`config.mk`:
```
export PLATFORM = sky130hd
export DESIGN_NAME = cal_flags_reg
export DESIGN_NICKNAME = d
export VERILOG_FILES = /design/src/rtl/cal_flags_reg_pkg.sv /design/src/rtl/cal_flags_reg_alu_flags_next.sv /design/src/rtl/cal_flags_reg.sv
export SDC_FILE = /design/constraint.sdc
export NUM_CORES = 1
export LEC_CHECK = 0
export CAP_MARGIN = 20
export CORE_MARGIN = 1
export CORE_UTILIZATION = 37
export DETAILED_ROUTE_END_ITERATION = 12
export PLACE_DENSITY = 0.81
export SLEW_MARGIN = 5
export SYNTH_ARGS = -nofsm -noshare
export SYNTH_HDL_FRONTEND = slang
export SYNTH_SLANG_ARGS = --single-unit
```
`constraint.sdc`:
```
create_clock -name clk -period 4.2 [get_ports clk]
set_input_delay 0.84 -clock clk [delete_from_list [all_inputs] [get_ports clk]]
set_output_delay 0.84 -clock clk [all_outputs]
set_load 0.1 [all_outputs]
```
`src/rtl/cal_flags_reg_pkg.sv`:
```
// Shared opcode encodings and flag bundle type for the registered ALU status-flag unit.
package cal_flags_reg_pkg;

  localparam logic [1:0] OP_ARITH = 2'b11;
  localparam logic       OP_ADD   = 1'b0;
  localparam logic       OP_SUB   = 1'b1;

  typedef struct packed {
    logic c;
    logic n;
    logic z;
    logic v;
  } flags_t;

endpackage

```
`src/rtl/cal_flags_reg_alu_flags_next.sv`:
```
// Combinational next-flag calculator: C/V only for add/sub opcodes, N/Z always from the result.
module alu_flags_next
  import cal_flags_reg_pkg::*;
#(
  parameter int unsigned WIDTH = 32
) (
  input  logic [2:0]       i_op,
  input  logic [WIDTH-1:0] i_result,
  input  logic             i_co_add,
  input  logic             i_co_prev_add,
  input  logic             i_co_sub,
  input  logic             i_co_prev_sub,
  output flags_t           o_flags
);

  logic w_arith;
  logic w_sub;

  always_comb begin
    w_arith   = (i_op[2:1] == OP_ARITH);
    w_sub     = (i_op[0] == OP_SUB);
    o_flags   = '0;
    o_flags.n = i_result[WIDTH-1];
    o_flags.z = (i_result == '0);
    if (w_arith) begin
      // Signed overflow is the carry into the MSB disagreeing with the carry out of it.
      o_flags.c = w_sub ? i_co_sub : i_co_add;
      o_flags.v = w_sub ? (i_co_sub ^ i_co_prev_sub) : (i_co_add ^ i_co_prev_add);
    end
  end

endmodule

```
`src/rtl/cal_flags_reg.sv`:
```
// Registered C/N/Z/V flags with valid strobe, sticky carry/overflow and a saturating overflow counter.
module cal_flags_reg
  import cal_flags_reg_pkg::*;
#(
  parameter int unsigned WIDTH = 32,
  parameter int unsigned CNT_W = 8
) (
  input  logic             clk,
  input  logic             reset,
  input  logic             in_valid,
  input  logic [2:0]       op,
  input  logic [WIDTH-1:0] result,
  input  logic             co_add,
  input  logic             co_prev_add,
  input  logic             co_sub,
  input  logic             co_prev_sub,
  input  logic             clr_sticky,
  output logic             out_valid,
  output logic             c,
  output logic             n,
  output logic             z,
  output logic             v,
  output logic             c_sticky,
  output logic             v_sticky,
  output logic [CNT_W-1:0] ovf_count
);

  flags_t           w_nxt;
  flags_t           r_flags;
  logic             r_out_valid;
  logic             r_c_sticky;
  logic             r_v_sticky;
  logic [CNT_W-1:0] r_ovf_count;

  logic             w_c_sticky_nxt;
  logic             w_v_sticky_nxt;
  logic [CNT_W-1:0] w_cnt_base;
  logic [CNT_W-1:0] w_cnt_nxt;

  alu_flags_next #(
    .WIDTH(WIDTH)
  ) u_next (
    .i_op          (op),
    .i_result      (result),
    .i_co_add      (co_add),
    .i_co_prev_add (co_prev_add),
    .i_co_sub      (co_sub),
    .i_co_prev_sub (co_prev_sub),
    .o_flags       (w_nxt)
  );

  // A clear in the same cycle as a sample is applied first, so the sample lands on a zeroed base.
  always_comb begin
    w_c_sticky_nxt = clr_sticky ? 1'b0 : r_c_sticky;
    w_v_sticky_nxt = clr_sticky ? 1'b0 : r_v_sticky;
    w_cnt_base     = clr_sticky ? '0 : r_ovf_count;
    w_cnt_nxt      = w_cnt_base;
    if (in_valid) begin
      w_c_sticky_nxt = w_c_sticky_nxt | w_nxt.c;
      w_v_sticky_nxt = w_v_sticky_nxt | w_nxt.v;
      if (w_nxt.v && (w_cnt_base != '1)) begin
        w_cnt_nxt = w_cnt_base + 1'b1;
      end
    end
  end

  always_ff @(posedge clk) begin
    if (reset) begin
      r_flags     <= '0;
      r_out_valid <= 1'b0;
      r_c_sticky  <= 1'b0;
      r_v_sticky  <= 1'b0;
      r_ovf_count <= '0;
    end else begin
      r_out_valid <= in_valid;
      if (in_valid) begin
        r_flags <= w_nxt;
      end
      r_c_sticky  <= w_c_sticky_nxt;
      r_v_sticky  <= w_v_sticky_nxt;
      r_ovf_count <= w_cnt_nxt;
    end
  end

  assign out_valid = r_out_valid;
  assign c         = r_flags.c;
  assign n         = r_flags.n;
  assign z         = r_flags.z;
  assign v         = r_flags.v;
  assign c_sticky  = r_c_sticky;
  assign v_sticky  = r_v_sticky;
  assign ovf_count = r_ovf_count;

endmodule

```
==> impl_metrics.json <==
{
  "status": "finished, final reports clean",
  "synth-xor-area-share_pct": 3.81,
  "htree_levels": 1,
  "critical_path_class": "reg2out",
  "vias": 973,
  "overflow": 0,
  "peakVddDrop_mv": 0.125,
  "dpl-instance-area_um2": 1440,
  "antenna_found_initial": 0,
  "required_ns": 3.36,
  "clock_sinks": 15,
  "path_buf_inv": 1,
  "start_util_pct": 39.0,
  "routed_via_density": 5.41,
  "detail-route-antenna-nets": 0,
  "setup_ws_ns": 1.45,
  "grt_start_max_net_pins": 16,
  "max_freq_mhz": 363,
  "final_common_cell": "clkdlybuf4s50_1",
  "fin_nets": 197,
  "synth_cells": 94,
  "fin_crit_sh_pct": 65.6,
  "netlist_area_um2": 855,
  "synthAdderAreaFrac_pct": 1.46,
  "hold_viol": 0,
  "worst_pin_slew_ns": 0.982,
  "design.core.area_um2": 2190,
  "grt_pass1_vias": 983,
  "wl_per_cell_um": 13.1,
  "cts_resized": 0,
  "critPathCaptureType": "output pin",
  "cts_root_buf": "clkbuf_4",
  "worst_path_max_delay_cell": "clkdlybuf4s50_1",
  "path_clk_slew_ns": 0.09,
  "synth_top_family_by_area": "simple AND/OR/NAND/NOR gates",
  "io_pins": 58,
  "fin_crit_ns": 2.75,
  "intPower_uw": 226,
  "critPathArrivalTime_ns": 1.91,
  "dp_hpwl_um": 1960,
  "p_clk_share_pct": 25.7,
  "design_area_um2": 1470,
  "async_flop_share_pct": 0,
  "die_area_um2": 2510,
  "start_kind": "flop",
  "muxShareOfSynthArea_pct": 3.81,
  "numCtsBuffers": 3,
  "ys_seq_elements": 15,
  "fin_setup_tns_ns": 0,
  "synth_compound_area_share_pct": 17.4,
  "power.total_uw": 310,
  "p_leak_nw": 0.518,
  "netSwitchingFraction_pct": 27.1,
  "worst-path-max-fanout": 7,
  "p_seq_share_pct": 47.1,
  "min_path_type": "reg2reg",
  "skew_ns": 0.00205,
  "clk_path_buf_depth": 2,
  "synthFlopType": "dfxtp_1",
  "insertion_delay_ns": 0.28,
  "post_cts_buffers": 0,
  "slew-limit-headroom_pct": 34.3,
  "drv_slew": 0,
  "drc": 0,
  "synthToLayoutAreaGrowth_pct": 71.4,
  "cp_cell_sequence": "clkdlybuf4s50_1",
  "rsz0062_at_grt": "false",
  "powerDensity_nw_per_um2": 212,
  "firstDrtPassIters": 5,
  "cts_tree": "done",
  "p_sw_uw": 84.1,
  "synth_edf_count": 0,
  "die_h_um": 50.1,
  "setup_violations": 0,
  "track_usage_pct": 20.6,
  "pre_cts_slack_ns": 1.34,
  "crit_family": "buffers and inverters",
  "grt_first_pass_wirelength_um": 3890,
  "numPortBuffers": 57,
  "synth.net_count": 138,
  "yosysSeqAreaShare_pct": 35.1,
  "max_cap_violations": 0,
  "synth-simple-area-share_pct": 34.8,
  "wirelength_um": 2360,
  "mostFrequentLayoutCells": "clkdlybuf4s50_1, dfxtp_1, a21oi_1, nor4_1",
  "fill_cells": 181,
  "dieWidth_um": 50.1,
  "p_comb_share_pct": 27.2,
  "drive_above_1_share_pct": 7.89,
  "synth_area_per_cell_um2": 9.09,
  "drt_iter0_markers": 11,
  "gp_congestion": 0.844,
  "row_count": 17,
  "yosysWarnings": 0,
  "cts_hold_buffers": 0,
  "antenna_cells": 0,
  "slowest_delay_ns": 1.18,
  "ys_types": 35
}
[cells by family after synthesis]
| kind of cell | Yosys count |
|---|---|
| AO/OA/AOI/OAI | 22 |
| XOR/XNOR | 2 |
| adder cells (fa/ha/maj) | 1 |
| buffers and inverters | 5 |
| flip-flops | 15 |
| multiplexers | 3 |
| AND/OR/NAND/NOR | 46 |
[registers in the layout, summed over array words and instances, names as in the netlist]
register,flops
v_sticky,1
ovf_count,8
c_sticky,1
n,1
out_valid,1
z,1
v,1
c,1
[worst paths after layout]
check,from,end,slack (ns),cells past startpoint
max,ovf_count[2],ovf_count[2],1.45,1
min reg2reg,c_sticky,c_sticky,0.48,2
max reg2reg,ovf_count[0],ovf_count[0],2.39,6
min,c_sticky,c_sticky,0.48,2
[power by group through the flow]
stage               clock network [mW]  registers (mW)  logic, mW
detailed placement                   0           0.149     0.0847
global placement                     0           0.149     0.0833
floorplan                            0           0.167     0.0174
finish                          0.0797           0.146     0.0845
CTS                             0.0830           0.146     0.0846
global route                    0.0923           0.146     0.0889
[layout make-up]
cell class,instances,area [µm²],share of cell area [%]
Timing Repair Buffer,57,571,38.9
Multi-Input combinational cell,74,524,35.8
Sequential cell,15,300,20.5
Tap cell,28,35.0,2.39
Clock buffer,3,22.5,1.54
Inverter,2,7.51,0.512
Clock inverter,1,5.00,0.342
[layer usage]
layer  global-route usage [%]  share of wire (%)  vias up  wire [µm]
li1                         -                  -      477          -
met2                     39.1                 50       47       1170
met5                        0                  0        -          0
met3                     4.63                8.5        4        199
met1                     20.4                 40      445        949
met4                     10.5                1.4        0         32
[through the flow]
step | util, % | hold WS [ns] | instances
2_1_floorplan | - | 0.904 | 94
3_3_place_gp | 65.6 | 0.461 | 176
3_5_place_dp | 65.6 | 0.471 | 176
4_1_cts | 66.9 | 0.486 | 180
5_1_grt | 66.9 | 0.505 | 180
6_report | 66.9 | 0.485 | 180
[synthesized netlist by cell type, drive strengths merged, types with 2 or more instances]
library cell | instances | area share (%)
dfxtp | 15 | 35
a21oi | 12 | 7.0
nor4 | 7 | 5.1
nand2 | 5 | 2.2
or3 | 5 | 3.7
nand3 | 4 | 2.3
nor2b | 4 | 2.9
o31ai | 4 | 3.5
nand2b | 3 | 2.2
nand4 | 3 | 2.2
nor2 | 3 | 1.3
or2 | 3 | 2.2
buf | 2 | 2.2
inv | 2 | 0.88
mux2 | 2 | 2.6
nand4b | 2 | 3.8
o21ai | 2 | 1.2
or4 | 2 | 1.8
xor2 | 2 | 3.8
(Power assumes the default switching activity.)
